**config.mk**
```make
export PLATFORM = sky130hd
export DESIGN_NAME = mem_access_unit
export DESIGN_NICKNAME = d
export VERILOG_FILES = /design/src/rtl/mem_access_unit.sv
export SDC_FILE = /design/constraint.sdc
export NUM_CORES = 1
export LEC_CHECK = 0
export CAP_MARGIN = 20
export CORE_MARGIN = 4
export CORE_UTILIZATION = 45
export CTS_CLUSTER_SIZE = 20
export DETAILED_ROUTE_END_ITERATION = 10
export HOLD_SLACK_MARGIN = 0.02
export PLACE_DENSITY = 0.84
export SLEW_MARGIN = 0
export SYNTH_ARGS = -nofsm -noshare
export SYNTH_HDL_FRONTEND = slang
export SYNTH_SLANG_ARGS = --single-unit
```
**constraint.sdc**
```tcl
create_clock -name clk -period 7.96 [get_ports clk]
set_clock_uncertainty 0.15 [all_clocks]
set_input_delay 1.99 -clock clk [delete_from_list [all_inputs] [get_ports clk]]
set_output_delay 1.99 -clock clk [all_outputs]
set_load 0.05 [all_outputs]
```
**src/rtl/mem_access_unit.sv**
```systemverilog
// MEM-stage memory access unit.
// Turns a single-cycle load/store from the pipeline into a req/ack handshake
// with a variable-latency data memory. The pipeline is stalled while the access
// is outstanding. Misaligned word accesses are dropped with a one-cycle
// align_err pulse. Accesses that never complete are aborted after TIMEOUT busy
// cycles and raise the sticky bus_err flag.
module mem_access_unit #(
    parameter int                DATA_W  = 32,
    parameter int                TIMEOUT = 255,
    parameter int                CNT_W   = 8,
    parameter logic [DATA_W-1:0] ERR_VAL = 32'hDEADBEEF
) (
    input  logic              clk,
    input  logic              rst,
    input  logic              mem_read,
    input  logic              mem_write,
    input  logic [DATA_W-1:0] data_adr,
    input  logic [DATA_W-1:0] data_out,
    output logic [DATA_W-1:0] data_in,
    output logic              stall,
    output logic              align_err,
    output logic              bus_err,
    output logic              mem_req,
    output logic              mem_we,
    output logic [DATA_W-1:0] mem_addr,
    output logic [DATA_W-1:0] mem_wdata,
    input  logic              mem_ack,
    input  logic [DATA_W-1:0] mem_rdata
);

    typedef enum logic [1:0] {
        S_IDLE = 2'd0,
        S_BUSY = 2'd1,
        S_DONE = 2'd2
    } state_t;

    // A word access is only legal on a 4-byte boundary.
    function automatic logic is_word_aligned(input logic [DATA_W-1:0] adr);
        return (adr[1:0] == 2'b00);
    endfunction

    state_t              state_q, state_d;
    logic                req_q, req_d;
    logic                we_q, we_d;
    logic [DATA_W-1:0]   addr_q, addr_d;
    logic [DATA_W-1:0]   wdata_q, wdata_d;
    logic [DATA_W-1:0]   data_in_q, data_in_d;
    logic                align_err_q, align_err_d;
    logic                bus_err_q, bus_err_d;
    logic [CNT_W-1:0]    cnt_q, cnt_d;
    logic [CNT_W-1:0]    cnt_inc_s;
    logic                access_s;
    logic                stall_s;

    assign access_s  = mem_read | mem_write;
    assign cnt_inc_s = cnt_q + {{(CNT_W-1){1'b0}}, 1'b1};

    // Next-state, datapath latching and combinational stall generation.
    always_comb begin
        state_d     = state_q;
        req_d       = req_q;
        we_d        = we_q;
        addr_d      = addr_q;
        wdata_d     = wdata_q;
        data_in_d   = data_in_q;
        align_err_d = 1'b0;
        bus_err_d   = bus_err_q;
        cnt_d       = cnt_q;
        stall_s     = 1'b0;
        case (state_q)
            S_IDLE: begin
                if (access_s) begin
                    if (is_word_aligned(data_adr)) begin
                        // Stall in the request cycle so EX/MEM holds the instruction.
                        stall_s = 1'b1;
                        state_d = S_BUSY;
                        req_d   = 1'b1;
                        we_d    = mem_write;
                        addr_d  = data_adr;
                        wdata_d = data_out;
                        cnt_d   = {CNT_W{1'b0}};
                    end else begin
                        align_err_d = 1'b1;
                        // A simultaneous store wins, so only a pure load sees ERR_VAL.
                        if (mem_read && !mem_write) begin
                            data_in_d = ERR_VAL;
                        end else begin
                            data_in_d = data_in_q;
                        end
                    end
                end else begin
                    state_d = S_IDLE;
                end
            end
            S_BUSY: begin
                stall_s = 1'b1;
                if (mem_ack) begin
                    // Ack has priority over a timeout in the same cycle.
                    req_d   = 1'b0;
                    cnt_d   = {CNT_W{1'b0}};
                    state_d = S_DONE;
                    if (!we_q) begin
                        data_in_d = mem_rdata;
                    end else begin
                        data_in_d = data_in_q;
                    end
                end else if (cnt_inc_s == CNT_W'(TIMEOUT)) begin
                    req_d     = 1'b0;
                    bus_err_d = 1'b1;
                    cnt_d     = {CNT_W{1'b0}};
                    state_d   = S_DONE;
                    if (!we_q) begin
                        data_in_d = ERR_VAL;
                    end else begin
                        data_in_d = data_in_q;
                    end
                end else begin
                    cnt_d = cnt_inc_s;
                end
            end
            S_DONE: begin
                // Inputs still belong to the completed instruction.
                state_d = S_IDLE;
            end
            default: begin
                state_d = S_IDLE;
                req_d   = 1'b0;
            end
        endcase
    end

    // State and registered-output update with asynchronous reset.
    always_ff @(posedge clk or posedge rst) begin
        if (rst) begin
            state_q     <= S_IDLE;
            req_q       <= 1'b0;
            we_q        <= 1'b0;
            addr_q      <= {DATA_W{1'b0}};
            wdata_q     <= {DATA_W{1'b0}};
            data_in_q   <= {DATA_W{1'b0}};
            align_err_q <= 1'b0;
            bus_err_q   <= 1'b0;
            cnt_q       <= {CNT_W{1'b0}};
        end else begin
            state_q     <= state_d;
            req_q       <= req_d;
            we_q        <= we_d;
            addr_q      <= addr_d;
            wdata_q     <= wdata_d;
            data_in_q   <= data_in_d;
            align_err_q <= align_err_d;
            bus_err_q   <= bus_err_d;
            cnt_q       <= cnt_d;
        end
    end

    // Stall is forced low while reset is held so every output clears at once.
    assign stall     = stall_s & ~rst;
    assign mem_req   = req_q;
    assign mem_we    = we_q;
    assign mem_addr  = addr_q;
    assign mem_wdata = wdata_q;
    assign data_in   = data_in_q;
    assign align_err = align_err_q;
    assign bus_err   = bus_err_q;

endmodule
```
==> results.md, run 1 <==
| Parameter | Value | Unit |
|---|---|---|
| Global route overflow | 0 | - |
| Average wire length per cell after detail routing | 18.53 | um |
| Path category of the worst min-delay check | reg2reg | - |
| Via-per-instance ratio | 5.329 | - |
| I/O pin total | 202 | - |
| Critical Path End Type | output port | - |
| Hold violation count in the final report | 0 | - |
| Antenna viol nets, final | 0 | - |
| Share of flip-flops with an asynchronous set or reset after synthesis | 100.0 | % |
| Number of antenna violations at the first check in global routing | 0 | - |
| Number of buffers inserted during clock tree synthesis | 9 | - |
| Nature of the critical path startpoint | input port | - |
| Buffer type at the clock tree root | sky130_fd_sc_hd__clkbuf_8 | - |
| DRT Wirelength | 12950 | um |
| Effective utilization at floorplan | 46.12 | % |
| Comb power frac | 53.5 | % |
| Clock Tree Buf Depth | 2 | - |
| Area used by sequential logic in the layout | 0.002753 | mm^2 |
| Worst-path maximum fanout | 9 | - |
| Die X-Extent | 110.9 | um |
| Number of max-cap violations | 0 | - |
| Yosys reg bits | 110 | - |
| Clk slew on worst S/H paths | 0.11 | ns |
| Detailed-router iteration count before antenna repair | 4 | - |
| Area of the multi-input gates | 0.001868 | mm^2 |
| Setup CP Type | in2out | - |
| Highest metal used | met4 | - |
| Netlist area before placement | 0.004761 | mm^2 |
| Ratio of cells with drive above 1 in the final layout | 15.81 | % |
| Number of nets in the finished design | 661 | - |
| Worst slew margin | 36.05 | % |
| Worst IR Drop VDD | 254.7 | uV |
| H-tree levels | 3 | - |
| DRT met1 WL | 4900 | um |
| Ys flop type | sky130_fd_sc_hd__dfrtp_1 | - |
| Synthesis Warnings | 0 | - |
| Power dissipated by switching net loads | 1.196 | mW |
| Syn_nets | 470 | - |
| Met2 layer wire length in the routed design | 6274 | um |
| Detail Route met3 WL | 1554 | um |
| Crit path arrival time | 4.17 | ns |
| Final setup violation count | 0 | - |
| Total of hold buffers inserted after clock tree synthesis | 0 | - |
| Number of fill cells | 718 | - |
| Die outline area | 0.01229 | mm^2 |
| Transition time of the tightest slew-check pin | 0.9593 | ns |
| Static Leak | 2.736 | nW |
| I/O Buffers | 201 | - |
| Power Density | 368.9 | mW/mm^2 |
| Placeable core area | 0.01032 | mm^2 |
| Critical path required time | 5.82 | ns |
| Clk Latency, worst-skew pair | 0.37 | ns |
| First-iteration detailed-routing DRC count | 220 | - |
| Overall fraction of global-route tracks in use | 21.24 | % |
| Detailed-route via count | 3725 | - |
| Setup TNS | 0 | ns |
| DP Wirelength | 9468 | um |
| Count of flip-flops with a built-in enable after synthesis | 0 | - |
| Final Critical Period | 6.314 | ns |
| Cell total after placement | 683 | - |
| Pin count of the biggest net entering global routing | 79 | - |
| Clock tree from TritonCTS | yes | - |
| Internal | 1.410 | mW |
| Upper clock frequency limit | 158.4 | MHz |
| Wire length of the first global-routing pass | 21170 | um |
| Number of buffers inserted by post-CTS setup repair | 0 | - |
| Slew Viols, Final | 0 | - |
| Sequential share of power | 33.0 | % |
| ANT cells | 0 | - |
| Number of clock sinks | 110 | - |
| DRC Markers | 0 | - |
| Average instance area after synthesis | 12.97 | um^2 |
| Final GP Congestion | 0.7680 | - |
| Post-CTS Resized | 0 | - |
| Clock network power share | 13.5 | % |
| Sequential element share of the synthesized area | 57.82 | % |
| Site row count | 37 | - |
| Post-Synthesis Cells | 367 | - |
| Synthesis-to-layout area growth | 48.38 | % |
| Switching share of power | 45.89 | % |
| Number of distinct standard cells referenced by the synthesized netlist | 42 | - |
| Status | completed | - |
| Die height | 110.9 | um |
| Unrepaired setup endpoints after global routing | false | - |
| Vias in the first global route | 4130 | - |
| Final std cells w/o fill | 699 | - |
| Crit share post-route | 79.32 | % |
-- cell families (layout without fill, tap and decap cells) --
| family | after synthesis | after routing | share of synthesized area (%) |
|---|---|---|---|
| AOI/OAI and AO/OA | 85 | 85 | 13.61 |
| xor gates and xnor gates | 4 | 4 | 0.7360 |
| adders and majority gates | 2 | 2 | 0.5255 |
| buffers and inverters | 29 | 225 | 3.101 |
| DFF | 110 | 110 | 57.82 |
| muxes | 62 | 62 | 14.66 |
| and+or+nand+nor | 75 | 75 | 9.540 |
-- through the flow --
| stage | setup WS (ns) | utilization [%] | hold slack [ns] | area [um^2] | power (mW) |
|---|---|---|---|---|---|
| 2_1_floorplan | 2.792 | - | 0.3406 | 4761 | 1.757 |
| 3_3_place_gp | 1.677 | 66.28 | 0.3010 | 6843 | 2.240 |
| 3_5_place_dp | 1.623 | 66.43 | 0.3220 | 6858 | 2.271 |
| 4_1_cts | 1.624 | 68.43 | 0.3465 | 7064 | 2.629 |
| 5_1_grt | 1.474 | 68.43 | 0.3634 | 7064 | 2.725 |
| 6_report | 1.646 | 68.43 | 0.3424 | 7064 | 2.606 |
-- cells in the final DEF (no fill, tap or decap), types with 3 or more instances in the layout --
| master | count |
|---|---|
| sky130_fd_sc_hd__clkdlybuf4s50_1 | 201 |
| sky130_fd_sc_hd__dfrtp_1 | 110 |
| sky130_fd_sc_hd__mux2_2 | 62 |
| sky130_fd_sc_hd__nand3b_1 | 25 |
| sky130_fd_sc_hd__o22a_1 | 24 |
| sky130_fd_sc_hd__o21a_1 | 24 |
| sky130_fd_sc_hd__o21ai_0 | 11 |
| sky130_fd_sc_hd__nand2_1 | 10 |
| sky130_fd_sc_hd__nand3_1 | 10 |
| sky130_fd_sc_hd__clkbuf_8 | 9 |
| sky130_fd_sc_hd__nor2_1 | 8 |
| sky130_fd_sc_hd__a22oi_1 | 8 |
| sky130_fd_sc_hd__nor2b_1 | 3 |
| sky130_fd_sc_hd__o21ai_1 | 3 |
| sky130_fd_sc_hd__nand2b_1 | 3 |
| sky130_fd_sc_hd__nor3_1 | 3 |
| sky130_fd_sc_hd__xor2_1 | 3 |
| sky130_fd_sc_hd__o31ai_1 | 3 |
| sky130_fd_sc_hd__inv_1 | 3 |
| sky130_fd_sc_hd__clkinv_4 | 3 |
| sky130_fd_sc_hd__buf_4 | 3 |
-- final timing paths --
check                           cells after the start            end  slack (ns)        from
worst max-delay path                                6          stall        1.65   mem_write
min in group asynchronous                           2     data_in[4]        1.84         rst
worst min register to register                      1        bus_err        0.34     bus_err
worst max register to register                      5  mem_wdata[28]        5.28  state_q[0]
worst min-delay path                                1        bus_err        0.34     bus_err
max in group asynchronous                           3   mem_addr[20]        4.52         rst
-- layer usage --
layer  up-vias  GRT usage, %
met2       161         35.11
met1      1830         23.93
met4         0         6.979
li1       1717             -
met5         -             0
met3        17         10.64
-- sequential cells by signal (all words and copies together) (netlist names) --
signal,flops
mem_we,1
data_in,32
cnt_q,8
mem_addr,32
mem_req,1
align_err,1
mem_wdata,32
bus_err,1
state_q,2
-- cell type report --
type | count | area share (%)
flip-flops and latches | 110 | 38.97
repair buffers | 205 | 29.01
multi-input cells | 228 | 26.44
well taps | 136 | 2.409
clock buffers | 10 | 1.807
clock inverters | 6 | 1.116
inverters | 4 | 0.2480
-- Yosys cell counts (all sizes together), types with 3 or more instances --
cell | instances | area share (%)
or2 | 3 | 0.39
o31ai | 3 | 0.47
nor3 | 3 | 0.32
nand2b | 3 | 0.39
o21ai | 14 | 1.5
nor2 | 8 | 0.63
dfrtp | 110 | 58
nand3 | 10 | 1.1
inv | 4 | 0.32
nand2 | 10 | 0.79
mux2 | 62 | 15
a22oi | 8 | 1.3
buf | 11 | 1.7
xor2 | 3 | 0.55
o22a | 24 | 4.4
clkbuf | 14 | 1.1
o21a | 24 | 3.8
nor2b | 4 | 0.53
nand3b | 25 | 3.9
-- power by group through the flow --
stage | registers (mW) | logic (mW) | clock network [mW]
after floorplan | 1.48 | 0.275 | 0
after global placement | 0.858 | 1.38 | 0
after detailed placement | 0.871 | 1.40 | 0
after CTS | 0.861 | 1.41 | 0.362
after global routing | 0.887 | 1.45 | 0.386
final | 0.860 | 1.39 | 0.353
-- worst max-delay path, cell delays in order --
cell and delay (ns):
sky130_fd_sc_hd__clkdlybuf4s50_1 0.44, sky130_fd_sc_hd__nor2_1 0.28, sky130_fd_sc_hd__nor3_1 0.08, sky130_fd_sc_hd__o21bai_1 0.56, sky130_fd_sc_hd__nor2_1 0.09, sky130_fd_sc_hd__clkdlybuf4s50_1 0.73
No activity file was read; power rests on OpenSTA's default activity.
==> run 2: changes to the inputs <==
CORE_UTILIZATION = 39   (was 45)
PLACE_DENSITY = 0.77   (was 0.84)
clock period = 5.52 ns   (was 7.96 ns; I/O delays follow)
==> results.md, run 2 (same netlist as run 1, synthesis figures left out) <==
| Parameter | Value | Unit | Change |
|---|---|---|---|
| Detailed-router iteration count before antenna repair | 4 | - | unchanged |
| Crit path arrival time | 3.32 | ns | -0.85 ns |
| Total of hold buffers inserted after clock tree synthesis | 0 | - | unchanged |
| Ratio of cells with drive above 1 in the final layout | 16.08 | % | +0.27 points |
| Worst-path maximum fanout | 9 | - | unchanged |
| Clk Latency, worst-skew pair | 0.34 | ns | -0.03 ns |
| Vias in the first global route | 4156 | - | +0.63% |
| DRC Markers | 0 | - | unchanged |
| Number of fill cells | 988 | - | +38% |
| Unrepaired setup endpoints after global routing | false | - |  |
| Average wire length per cell after detail routing | 17.67 | um | -4.6% |
| Overall fraction of global-route tracks in use | 18.32 | % | -2.9 points |
| Worst slew margin | 46.83 | % | +11 points |
| Number of buffers inserted by post-CTS setup repair | 0 | - | unchanged |
| Area used by sequential logic in the layout | 0.002753 | mm^2 | unchanged |
| Nature of the critical path startpoint | input port | - |  |
| Upper clock frequency limit | 206.2 | MHz |  |
| Site row count | 40 | - | +8.1% |
| Most common cell after layout, fill and taps aside | sky130_fd_sc_hd__clkdlybuf4s50_1 | - |  |
| Number of nets in the finished design | 664 | - | +0.45% |
| Critical Path End Type | output port | - |  |
| Internal | 2.286 | mW | +62% |
| Pin count of the biggest net entering global routing | 48 | - | -39% |
| Die X-Extent | 118.5 | um | +6.9% |
| Transition time of the tightest slew-check pin | 0.7958 | ns | -0.1635 ns |
| Area of the multi-input gates | 0.001868 | mm^2 | unchanged |
| Final setup violation count | 0 | - | unchanged |
| Slowest stage delay, CP | 0.80 | ns | +0.07 ns |
| Die outline area | 0.01404 | mm^2 | +14% |
| DP Wirelength | 9248 | um | -2.3% |
| Setup TNS | 0 | ns | unchanged |
| Final core utilization | 60.50 | % | -7.9 points |
| Effective utilization at floorplan | 39.80 | % | -6.3 points |
| Clock Tree Buf Depth | 2 | - | unchanged |
| Die height | 118.5 | um | +6.9% |
| Buffer type at the clock tree root | sky130_fd_sc_hd__clkbuf_16 | - |  |
| Antenna viol nets, final | 0 | - | unchanged |
| ANT cells | 0 | - | unchanged |
| Worst-path cell with the longest stage delay | sky130_fd_sc_hd__clkdlybuf4s50_1 | - |  |
| List of cells traversed by the critical path | clkdlybuf4s50_1 > nor2_1 > nor3_1 > o21bai_1 > buf_4 > nor2_1 > clkdlybuf4s50_1 | - |  |
| Number of clock sinks | 110 | - | unchanged |
| Power dissipated by switching net loads | 1.699 | mW | +42% |
| Global route overflow | 0 | - | unchanged |
| DRT Wirelength | 12600 | um | -2.7% |
| Status | completed | - |  |
| Via-per-instance ratio | 5.259 | - | -1.3% |
| Final Critical Period | 4.850 | ns |  |
| Min Hold Slack | 0.3389 | ns | -0.003579 ns |
| Number of antenna violations at the first check in global routing | 0 | - | unchanged |
| Hold violation count in the final report | 0 | - | unchanged |
| Path category of the worst min-delay check | reg2reg | - |  |
| H-tree levels | 3 | - | unchanged |
| Static Leak | 2.813 | nW | +2.8% |
| Switching share of power | 42.62 | % | -3.3 points |
| Slew Viols, Final | 0 | - | unchanged |
| Detailed-route via count | 3750 | - | +0.67% |
| Setup CP Type | in2out | - |  |
| Wire length of the first global-routing pass | 20960 | um | -1.0% |
| First-iteration detailed-routing DRC count | 249 | - | +13% |
| Critical path required time | 3.99 | ns | -1.83 ns |
| Placeable core area | 0.01196 | mm^2 | +16% |
| Clock tree from TritonCTS | yes | - |  |
| I/O Buffers | 201 | - | unchanged |
| Power Density | 550.6 | mW/mm^2 | +49% |
| Comb power frac | 50.1 | % | -3.4 points |
| Post-CTS Resized | 0 | - | unchanged |
| Clk slew on worst S/H paths | 0.07 | ns | -0.04 ns |
| Crit share post-route | 87.85 | % |  |
| Top library cells by usage in the layout, fill and taps aside | sky130_fd_sc_hd__clkdlybuf4s50_1, sky130_fd_sc_hd__dfrtp_1, sky130_fd_sc_hd__mux2_2 | - |  |
| Synthesis-to-layout area growth | 52.01 | % |  |
| Number of buffers inserted during clock tree synthesis | 9 | - | unchanged |
| Sequential share of power | 31.1 | % | -1.9 points |
| Clock network power share | 18.8 | % | +5.3 points |
| Worst IR Drop VDD | 348.2 | uV | +37% |
| Number of max-cap violations | 0 | - | unchanged |
| Final GP Congestion | 0.7637 | - | -0.56% |
| I/O pin total | 202 | - | unchanged |
## run 2: cell types whose count changed in the layout (fill, tap and decap cells not counted)
cell | before | now
sky130_fd_sc_hd__clkbuf_8 | 9 | 2
sky130_fd_sc_hd__clkinv_4 | 3 | 0
sky130_fd_sc_hd__clkbuf_16 | 0 | 9
sky130_fd_sc_hd__buf_8 | 1 | 0
sky130_fd_sc_hd__inv_8 | 2 | 0
sky130_fd_sc_hd__bufinv_16 | 1 | 3
sky130_fd_sc_hd__buf_4 | 3 | 7
sky130_fd_sc_hd__clkbuf_1 | 1 | 2
## run 2: final cells by class
class                   instances  share of cell area [%]
inverters                       4                  0.2420
clock inverters                 3                   1.245
multi-input cells             228                   25.81
flip-flops and latches        110                   38.04
repair buffers                208                   28.53
well taps                     147                   2.541
clock buffers                  13                   3.596
## run 2: routing by layer
metal / track usage, % / up-vias / part of all wire [%]
li1: - / 1725 / -
met1: 21.11 / 1877 / 39
met2: 31.76 / 133 / 51
met3: 6.507 / 15 / 8.2
met4: 6.010 / 0 / 1.5
met5: 0 / - / 0
## run 2: worst max-delay path, delay by kind of cell
kind	cells	cell delay, ns
and+or+nand+nor	3	0.35
AOI/OAI and AO/OA	1	0.08
buffers and inverters	3	1.50
## run 2: path summary, 6_finish.rpt
kind	startpoint	end	slack, ns	cells after the start
max	mem_write	stall	0.67	7
min	bus_err	bus_err	0.34	1
max reg2reg	state_q[0]	mem_wdata[3]	2.58	5
min reg2reg	bus_err	bus_err	0.34	1
max in group asynchronous	rst	mem_wdata[0]	3.08	3
min in group asynchronous	rst	cnt_q[7]	1.24	2
## run 2: through the flow
step | setup WS, ns | cell area [um^2] | power (mW) | instances
finish | 0.6704 | 7237 | 3.985 | 713
global route | 0.5348 | 7237 | 4.162 | 713
CTS | 0.6750 | 7237 | 4.029 | 713
detailed placement | 0.6815 | 6887 | 3.263 | 697
global placement | 0.7021 | 6887 | 3.227 | 697
floorplan | 1.088 | 4761 | 2.534 | 367
## run 2: power by group through the flow
stage               sequential, mW  combinational [mW]  clock [mW]
floorplan                     2.14               0.397           0
global placement              1.23                1.99           0
detailed placement            1.25                2.01           0
CTS                           1.24                2.02       0.771
global route                  1.28                2.08       0.800
finish                        1.24                2.00       0.749
